## config.mk

```make
export PLATFORM = sky130hd
export DESIGN_NAME = gfx_fpint_sched
export DESIGN_NICKNAME = d
export VERILOG_FILES = /design/src/rtl/gfx_pkg.sv /design/src/rtl/gfx_fpint_sched_fifo.sv /design/src/rtl/gfx_fpint_sched.sv
export SDC_FILE = /design/constraint.sdc
export NUM_CORES = 1
export LEC_CHECK = 0
export CAP_MARGIN = 20
export CORE_ASPECT_RATIO = 1.25
export CORE_MARGIN = 1.5
export CORE_UTILIZATION = 30
export CTS_BUF_LIST = sky130_fd_sc_hd__clkbuf_16
export CTS_CLUSTER_SIZE = 25
export DETAILED_ROUTE_END_ITERATION = 10
export PLACE_DENSITY = 0.67
export SYNTH_ARGS = -nofsm -noshare
export SYNTH_HDL_FRONTEND = slang
export SYNTH_SLANG_ARGS = --single-unit
```

## constraint.sdc

```tcl
create_clock -name clk -period 7.15 [get_ports clk]
set_input_delay 1.7875 -clock clk [delete_from_list [all_inputs] [get_ports clk]]
set_output_delay 1.7875 -clock clk [all_outputs]
set_load 0.005 [all_outputs]
```

## src/rtl/gfx_pkg.sv

```systemverilog
// Shared types for the FP/int pipe and its issue scheduler.
package gfx_pkg;

  localparam int unsigned WORD_W       = 32;
  localparam int unsigned FPINT_STAGES = 15;

  typedef enum logic [3:0] {
    FpintNone,
    FpintAdd,
    FpintSub,
    FpintMul,
    FpintI2f,
    FpintF2i,
    FpintMin,
    FpintMax
  } fpint_func_e;

  // Stage-0 control word; all-zero means the pipe does nothing this cycle.
  typedef struct packed {
    logic        fp_en;
    fpint_func_e func;
    logic [2:0]  rnd_mode;
    logic        neg_a;
    logic        neg_b;
    logic        sat;
    logic [4:0]  dst_fmt;
  } fpint_op_t;

  localparam int unsigned FPINT_OP_W   = $bits(fpint_op_t);
  localparam fpint_op_t   FPINT_OP_NOP = '0;

  // Tag id is sized for up to 16 requesters; schedulers use the low bits.
  localparam int unsigned SCHED_ID_MAX_W = 4;

  typedef struct packed {
    logic                      valid;
    logic [SCHED_ID_MAX_W-1:0] id;
  } fpint_sched_tag_t;

  function automatic int unsigned sched_id_w(input int unsigned num_req);
    return (num_req > 1) ? $clog2(num_req) : 1;
  endfunction

endpackage

```

## src/rtl/gfx_fpint_sched_fifo.sv

```systemverilog
// Result FIFO for the FP/int scheduler: {word, requester id} entries.
module gfx_fpint_sched_fifo #(
  parameter int unsigned Depth = 4,
  parameter int unsigned DataW = 32,
  parameter int unsigned IdW   = 1,
  localparam int unsigned PtrW = (Depth > 1) ? $clog2(Depth) : 1,
  localparam int unsigned CntW = $clog2(Depth + 1)
) (
  input  logic             clk_i,
  input  logic             rst_i,
  input  logic             push_i,
  input  logic [DataW-1:0] data_i,
  input  logic [IdW-1:0]   id_i,
  input  logic             pop_i,
  output logic [DataW-1:0] data_o,
  output logic [IdW-1:0]   id_o,
  output logic             full_o,
  output logic             empty_o,
  output logic [CntW-1:0]  count_o
);

  logic [DataW-1:0] data_q [Depth];
  logic [IdW-1:0]   id_q   [Depth];
  logic [PtrW-1:0]  wr_ptr_q, wr_ptr_d;
  logic [PtrW-1:0]  rd_ptr_q, rd_ptr_d;
  logic [CntW-1:0]  cnt_q, cnt_d;
  logic             do_push, do_pop;

  assign full_o  = (cnt_q == CntW'(Depth));
  assign empty_o = (cnt_q == '0);
  assign count_o = cnt_q;
  assign data_o  = data_q[rd_ptr_q];
  assign id_o    = id_q[rd_ptr_q];

  assign do_push = push_i && !full_o;
  assign do_pop  = pop_i && !empty_o;

  always_comb begin
    wr_ptr_d = wr_ptr_q;
    rd_ptr_d = rd_ptr_q;
    cnt_d    = cnt_q;
    if (do_push) begin
      wr_ptr_d = (32'(wr_ptr_q) == Depth - 1) ? '0 : wr_ptr_q + PtrW'(1);
    end
    if (do_pop) begin
      rd_ptr_d = (32'(rd_ptr_q) == Depth - 1) ? '0 : rd_ptr_q + PtrW'(1);
    end
    unique case ({do_push, do_pop})
      2'b10:   cnt_d = cnt_q + CntW'(1);
      2'b01:   cnt_d = cnt_q - CntW'(1);
      default: cnt_d = cnt_q;
    endcase
  end

  always_ff @(posedge clk_i) begin
    if (rst_i) begin
      wr_ptr_q <= '0;
      rd_ptr_q <= '0;
      cnt_q    <= '0;
    end else begin
      wr_ptr_q <= wr_ptr_d;
      rd_ptr_q <= rd_ptr_d;
      cnt_q    <= cnt_d;
    end
  end

  always_ff @(posedge clk_i) begin
    if (do_push) begin
      data_q[wr_ptr_q] <= data_i;
      id_q[wr_ptr_q]   <= id_i;
    end
  end

`ifndef SYNTHESIS
  // Credits make overflow impossible; a push while full is a scheduler bug.
  always_ff @(posedge clk_i) begin
    if (!rst_i) begin
      assert (!(push_i && full_o)) else $error("result fifo pushed while full");
    end
  end
`endif

endmodule

```

## src/rtl/gfx_fpint_sched.sv

```systemverilog
// Round-robin, credit-based issue scheduler for the non-stallable FP/int pipe.
module gfx_fpint_sched
  import gfx_pkg::*;
#(
  parameter int unsigned NUM_REQ    = 2,
  parameter int unsigned LATENCY    = FPINT_STAGES,
  parameter int unsigned FIFO_DEPTH = 4,
  localparam int unsigned IdW       = sched_id_w(NUM_REQ),
  localparam int unsigned CredW     = $clog2(FIFO_DEPTH + 1)
) (
  input  logic                                 clk,
  input  logic                                 rst,
  input  logic [NUM_REQ-1:0]                   req_valid,
  output logic [NUM_REQ-1:0]                   req_ready,
  input  logic [NUM_REQ-1:0][WORD_W-1:0]       req_a,
  input  logic [NUM_REQ-1:0][WORD_W-1:0]       req_b,
  input  logic [NUM_REQ-1:0][FPINT_OP_W-1:0]   req_op,
  output logic [WORD_W-1:0]                    fpint_a,
  output logic [WORD_W-1:0]                    fpint_b,
  output logic [FPINT_OP_W-1:0]                fpint_op,
  input  logic [WORD_W-1:0]                    fpint_q,
  output logic                                 out_valid,
  input  logic                                 out_ready,
  output logic [WORD_W-1:0]                    out_q,
  output logic [IdW-1:0]                       out_id
);

  localparam int unsigned FifoCntW = $clog2(FIFO_DEPTH + 1);

  logic [CredW-1:0]                credits_q, credits_d;
  logic [IdW-1:0]                  rr_ptr_q, rr_ptr_d;
  fpint_sched_tag_t [LATENCY-1:0]  trk_q, trk_d;

  logic             gnt_found;
  logic [IdW-1:0]   gnt_idx;
  logic [31:0]      cand;
  logic             issue, pop, push;
  logic             fifo_full, fifo_empty;
  logic [FifoCntW-1:0] fifo_cnt;

  // First valid requester at or after rr_ptr, wrapping.
  always_comb begin
    gnt_found = 1'b0;
    gnt_idx   = '0;
    cand      = '0;
    for (int unsigned i = 0; i < NUM_REQ; i++) begin
      cand = (32'(rr_ptr_q) + i) % NUM_REQ;
      if (!gnt_found && req_valid[cand[IdW-1:0]]) begin
        gnt_found = 1'b1;
        gnt_idx   = cand[IdW-1:0];
      end
    end
  end

  // Registered credits only: a same-cycle pop cannot unblock issue.
  assign issue     = !rst && (credits_q != '0) && gnt_found;
  assign req_ready = issue ? (NUM_REQ'(1) << gnt_idx) : '0;
  assign pop       = out_valid && out_ready;
  assign push      = trk_q[LATENCY-1].valid;

  always_comb begin
    fpint_a  = '0;
    fpint_b  = '0;
    fpint_op = FPINT_OP_NOP;
    if (issue) begin
      fpint_a  = req_a[gnt_idx];
      fpint_b  = req_b[gnt_idx];
      fpint_op = req_op[gnt_idx];
    end
  end

  always_comb begin
    rr_ptr_d = rr_ptr_q;
    if (issue) begin
      rr_ptr_d = (32'(gnt_idx) == NUM_REQ - 1) ? '0 : gnt_idx + IdW'(1);
    end
  end

  always_comb begin
    credits_d = credits_q;
    unique case ({issue, pop})
      2'b10:   credits_d = credits_q - CredW'(1);
      2'b01:   credits_d = credits_q + CredW'(1);
      default: credits_d = credits_q;
    endcase
  end

  // Tag enters on the issue cycle and leaves as fpint_q carries its result.
  always_comb begin
    trk_d          = trk_q;
    trk_d[0].valid = issue;
    trk_d[0].id    = issue ? SCHED_ID_MAX_W'(gnt_idx) : '0;
    for (int unsigned i = 1; i < LATENCY; i++) begin
      trk_d[i] = trk_q[i-1];
    end
  end

  always_ff @(posedge clk) begin
    if (rst) begin
      credits_q <= CredW'(FIFO_DEPTH);
      rr_ptr_q  <= '0;
      trk_q     <= '0;
    end else begin
      credits_q <= credits_d;
      rr_ptr_q  <= rr_ptr_d;
      trk_q     <= trk_d;
    end
  end

  gfx_fpint_sched_fifo #(
    .Depth (FIFO_DEPTH),
    .DataW (WORD_W),
    .IdW   (IdW)
  ) u_fifo (
    .clk_i   (clk),
    .rst_i   (rst),
    .push_i  (push),
    .data_i  (fpint_q),
    .id_i    (trk_q[LATENCY-1].id[IdW-1:0]),
    .pop_i   (pop),
    .data_o  (out_q),
    .id_o    (out_id),
    .full_o  (fifo_full),
    .empty_o (fifo_empty),
    .count_o (fifo_cnt)
  );

  assign out_valid = !fifo_empty;

`ifndef SYNTHESIS
  int unsigned inflight;

  always_comb begin
    inflight = 0;
    for (int unsigned i = 0; i < LATENCY; i++) begin
      inflight += 32'(trk_q[i].valid);
    end
  end

  always_ff @(posedge clk) begin
    if (!rst) begin
      assert (32'(credits_q) + inflight + 32'(fifo_cnt) == FIFO_DEPTH)
        else $error("credit invariant broken");
      assert ((trk_q[LATENCY-1].id >> IdW) == '0)
        else $error("tag id out of range");
      assert (!(push && fifo_full)) else $error("push into full result fifo");
    end
  end
`endif

endmodule

```

==> flow_summary.json <==
{
  "fin_hold_ws_ns": 0.435,
  "layout_commonest_cell": "clkdlybuf4s50_1",
  "postRouteAntennaNets": 0,
  "die_area_um2": 28200,
  "cpMostUsedCell": "clkdlybuf4s50_1",
  "top_layer_used": "met4",
  "clockRootBuffer": "clkbuf_16",
  "r2r_cells": 8,
  "path_cells": "clkdlybuf4s50_1, nor2_1, or3_4, buf_4, buf_16, a21oi_2, clkdlybuf4s50_1",
  "placedInstanceArea_um2": 11500,
  "wl_mm": 24.8,
  "cts_tree": "yes",
  "netlist_area_um2": 8160,
  "hold_class": "flop to flop",
  "dr.first_iter.drc_count": 317,
  "num_vias": 6065,
  "final.setup.tns_ns": 0,
  "drc_errors": 0,
  "startpoint": "req_valid[0]",
  "postCtsSetupRepairBufs": 0,
  "grt_overflow": 0,
  "synthArstFlopShare": 0,
  "final_util": 0.453,
  "grt_usage": 0.176,
  "cp.required_ns": 5.36,
  "post-route-period-util": 0.840,
  "syn_nets": 806,
  "wl_met1_mm": 9.97,
  "clk_path_buf_depth": 2,
  "nets": 1093,
  "dpl_worst_slack_ns": 1.05,
  "cts_buffers": 17,
  "clock_latency_ns": 0.42,
  "ir_drop_v": 0.000158,
  "core_um2": 26800,
  "antenna_found_initial": 1,
  "ff2ff_setup_slack_ns": 4.29,
  "wl_met2_mm": 11.8,
  "die_h_um": 187,
  "start_kind": "primary input",
  "ys_ff_latch": 175,
  "slowest_stage": "clkdlybuf4s50_1",
  "worstMarginPinSlew_ns": 0.694,
  "area_growth_pct": 49.0,
  "h-tree-depth": 4,
  "first_global_vias": 6282,
  "maxCapViolations": 0,
  "min_from": "trk_d[60]",
  "status": "completed",
  "criticalPathCategory": "primary input to output pin",
  "power_density_nw_per_um2": 199,
  "min_period_ns": 6.01,
  "fmax_mhz": 166,
  "cts_resized": 0,
  "gp_congestion": 0.811,
  "start_util": 0.304,
  "layout_setup_ws_ns": 1.14,
  "synth_edf_count": 132,
  "cp.buffers_inverters": 4,
  "rows": 67,
  "synthCells": 600,
  "clock-sinks": 175,
  "finalHoldViolCount": 0,
  "grt_pass1_wl_mm": 36.8,
  "crit_arrival_ns": 4.22,
  "cpLargestDelayFamily": "buffers and inverters",
  "num_io_pins": 313,
  "max_stage_delay_ns": 0.57,
  "io_buffers": 312,
  "drive_gt1_frac": 0.168,
  "r2r-end": "credits_q[2]",
  "design_area_um2": 12200,
  "slew_viol_final": 0,
  "drt_first_pass_iters": 5,
  "end_kind": "output pin",
  "min_path_cells": 1,
  "rr_startpoint": "credits_q[1]",
  "cp_max_fo": 49,
  "drt-vias-per-instance": 4.88,
  "synth-main-ff-cell": "edfxtp_1",
  "p_leak_nw": 3.88,
  "hold_path_end": "trk_d[65]",
  "routedWlPerCell_um": 19.9,
  "die_width_um": 151,
  "final_cell_mix": "clkdlybuf4s50_1, edfxtp_1, o21ai_0, nand3b_1, a21oi_2",
  "ys_warn_count": 0,
  "ys_seq_area_frac": 0.591,
  "wl_met3_mm": 2.67,
  "rsz0062_at_grt": "false",
  "hpwl_mm": 17.4,
  "hold_buffers": 0,
  "synth_area_per_cell_um2": 13.6,
  "grt_max_degree": 140,
  "skew_ns": 0.00824,
  "setup_violations": 0,
  "relSlewSlack": 0.536,
  "clk_pin_slew_ns": 0.05,
  "synth.distinct_cells": 32
}
sequential cells by signal (all words and copies together), names as in the netlist, named ones only:
signal,count
u_fifo.id_q,4
trk_d,28
u_fifo.data_q,128
u_fifo.count_o,3
push,1
credits_q,3
u_fifo.rd_ptr_q,2
u_fifo.wr_ptr_q,2
trk_q,1
rr_ptr_q,1
kinds of logic after synthesis:
| group | after synthesis | share of synthesized area |
|---|---|---|
| DFF | 175 | 0.591 |
| and+or+nand+nor | 139 | 0.116 |
| xor gates and xnor gates | 4 | 0.00429 |
| buffers and inverters | 68 | 0.0412 |
| muxes | 36 | 0.0947 |
| AOI/OAI and AO/OA | 169 | 0.137 |
| adders and majority gates | 9 | 0.0156 |
metrics by stage:
step                cells  total power (W)
floorplan             600          0.00128
detailed placement   1212          0.00151
global placement     1212          0.00151
CTS                  1242          0.00244
global route         1243          0.00251
finish               1244          0.00242
routing by layer:
metal,vias up,track usage
met3,16,0.0712
li1,2833,-
met1,2949,0.212
met2,267,0.289
met5,-,0
met4,0,0.0483
cells in the mapped netlist, drive strengths merged, types with 7 or more instances:
cell | number | share of area
dfxtp | 43 | 0.11
nor2b | 29 | 0.022
o21ai | 83 | 0.051
nand3b | 80 | 0.074
nor2 | 9 | 0.0041
inv | 11 | 0.0051
buf | 21 | 0.020
ha | 7 | 0.011
a21oi | 84 | 0.084
mux4 | 33 | 0.091
clkbuf | 36 | 0.017
edfxtp | 132 | 0.49
worst max path at each step:
stage                 end  slack [ns]  cells past startpoint
3_5_place_dp   fpint_a[2]        1.05                      6
6_report       fpint_a[2]        1.14                      7
2_1_floorplan  fpint_a[0]        2.66                      6
5_1_grt        fpint_b[9]        0.97                      6
3_3_place_gp   fpint_a[2]        1.05                      6
4_1_cts        fpint_a[2]        1.04                      6
report_power, final:
part           internal (W)  switching, W
Sequential          0.00110    0.00000397
Combinational      0.000222      0.000168
Clock              0.000576      0.000348
cell type report:
class	instances	area, µm²
Antenna cell	1	2.50
Clock buffer	17	425
Clock inverter	13	175
Fill cell	2442	14700
Inverter	11	41.3
Multi-Input combinational cell	357	3010
Sequential cell	175	4830
Tap cell	345	432
Timing Repair Buffer	325	3250
Note: power is estimated with default switching activity, not from simulation.
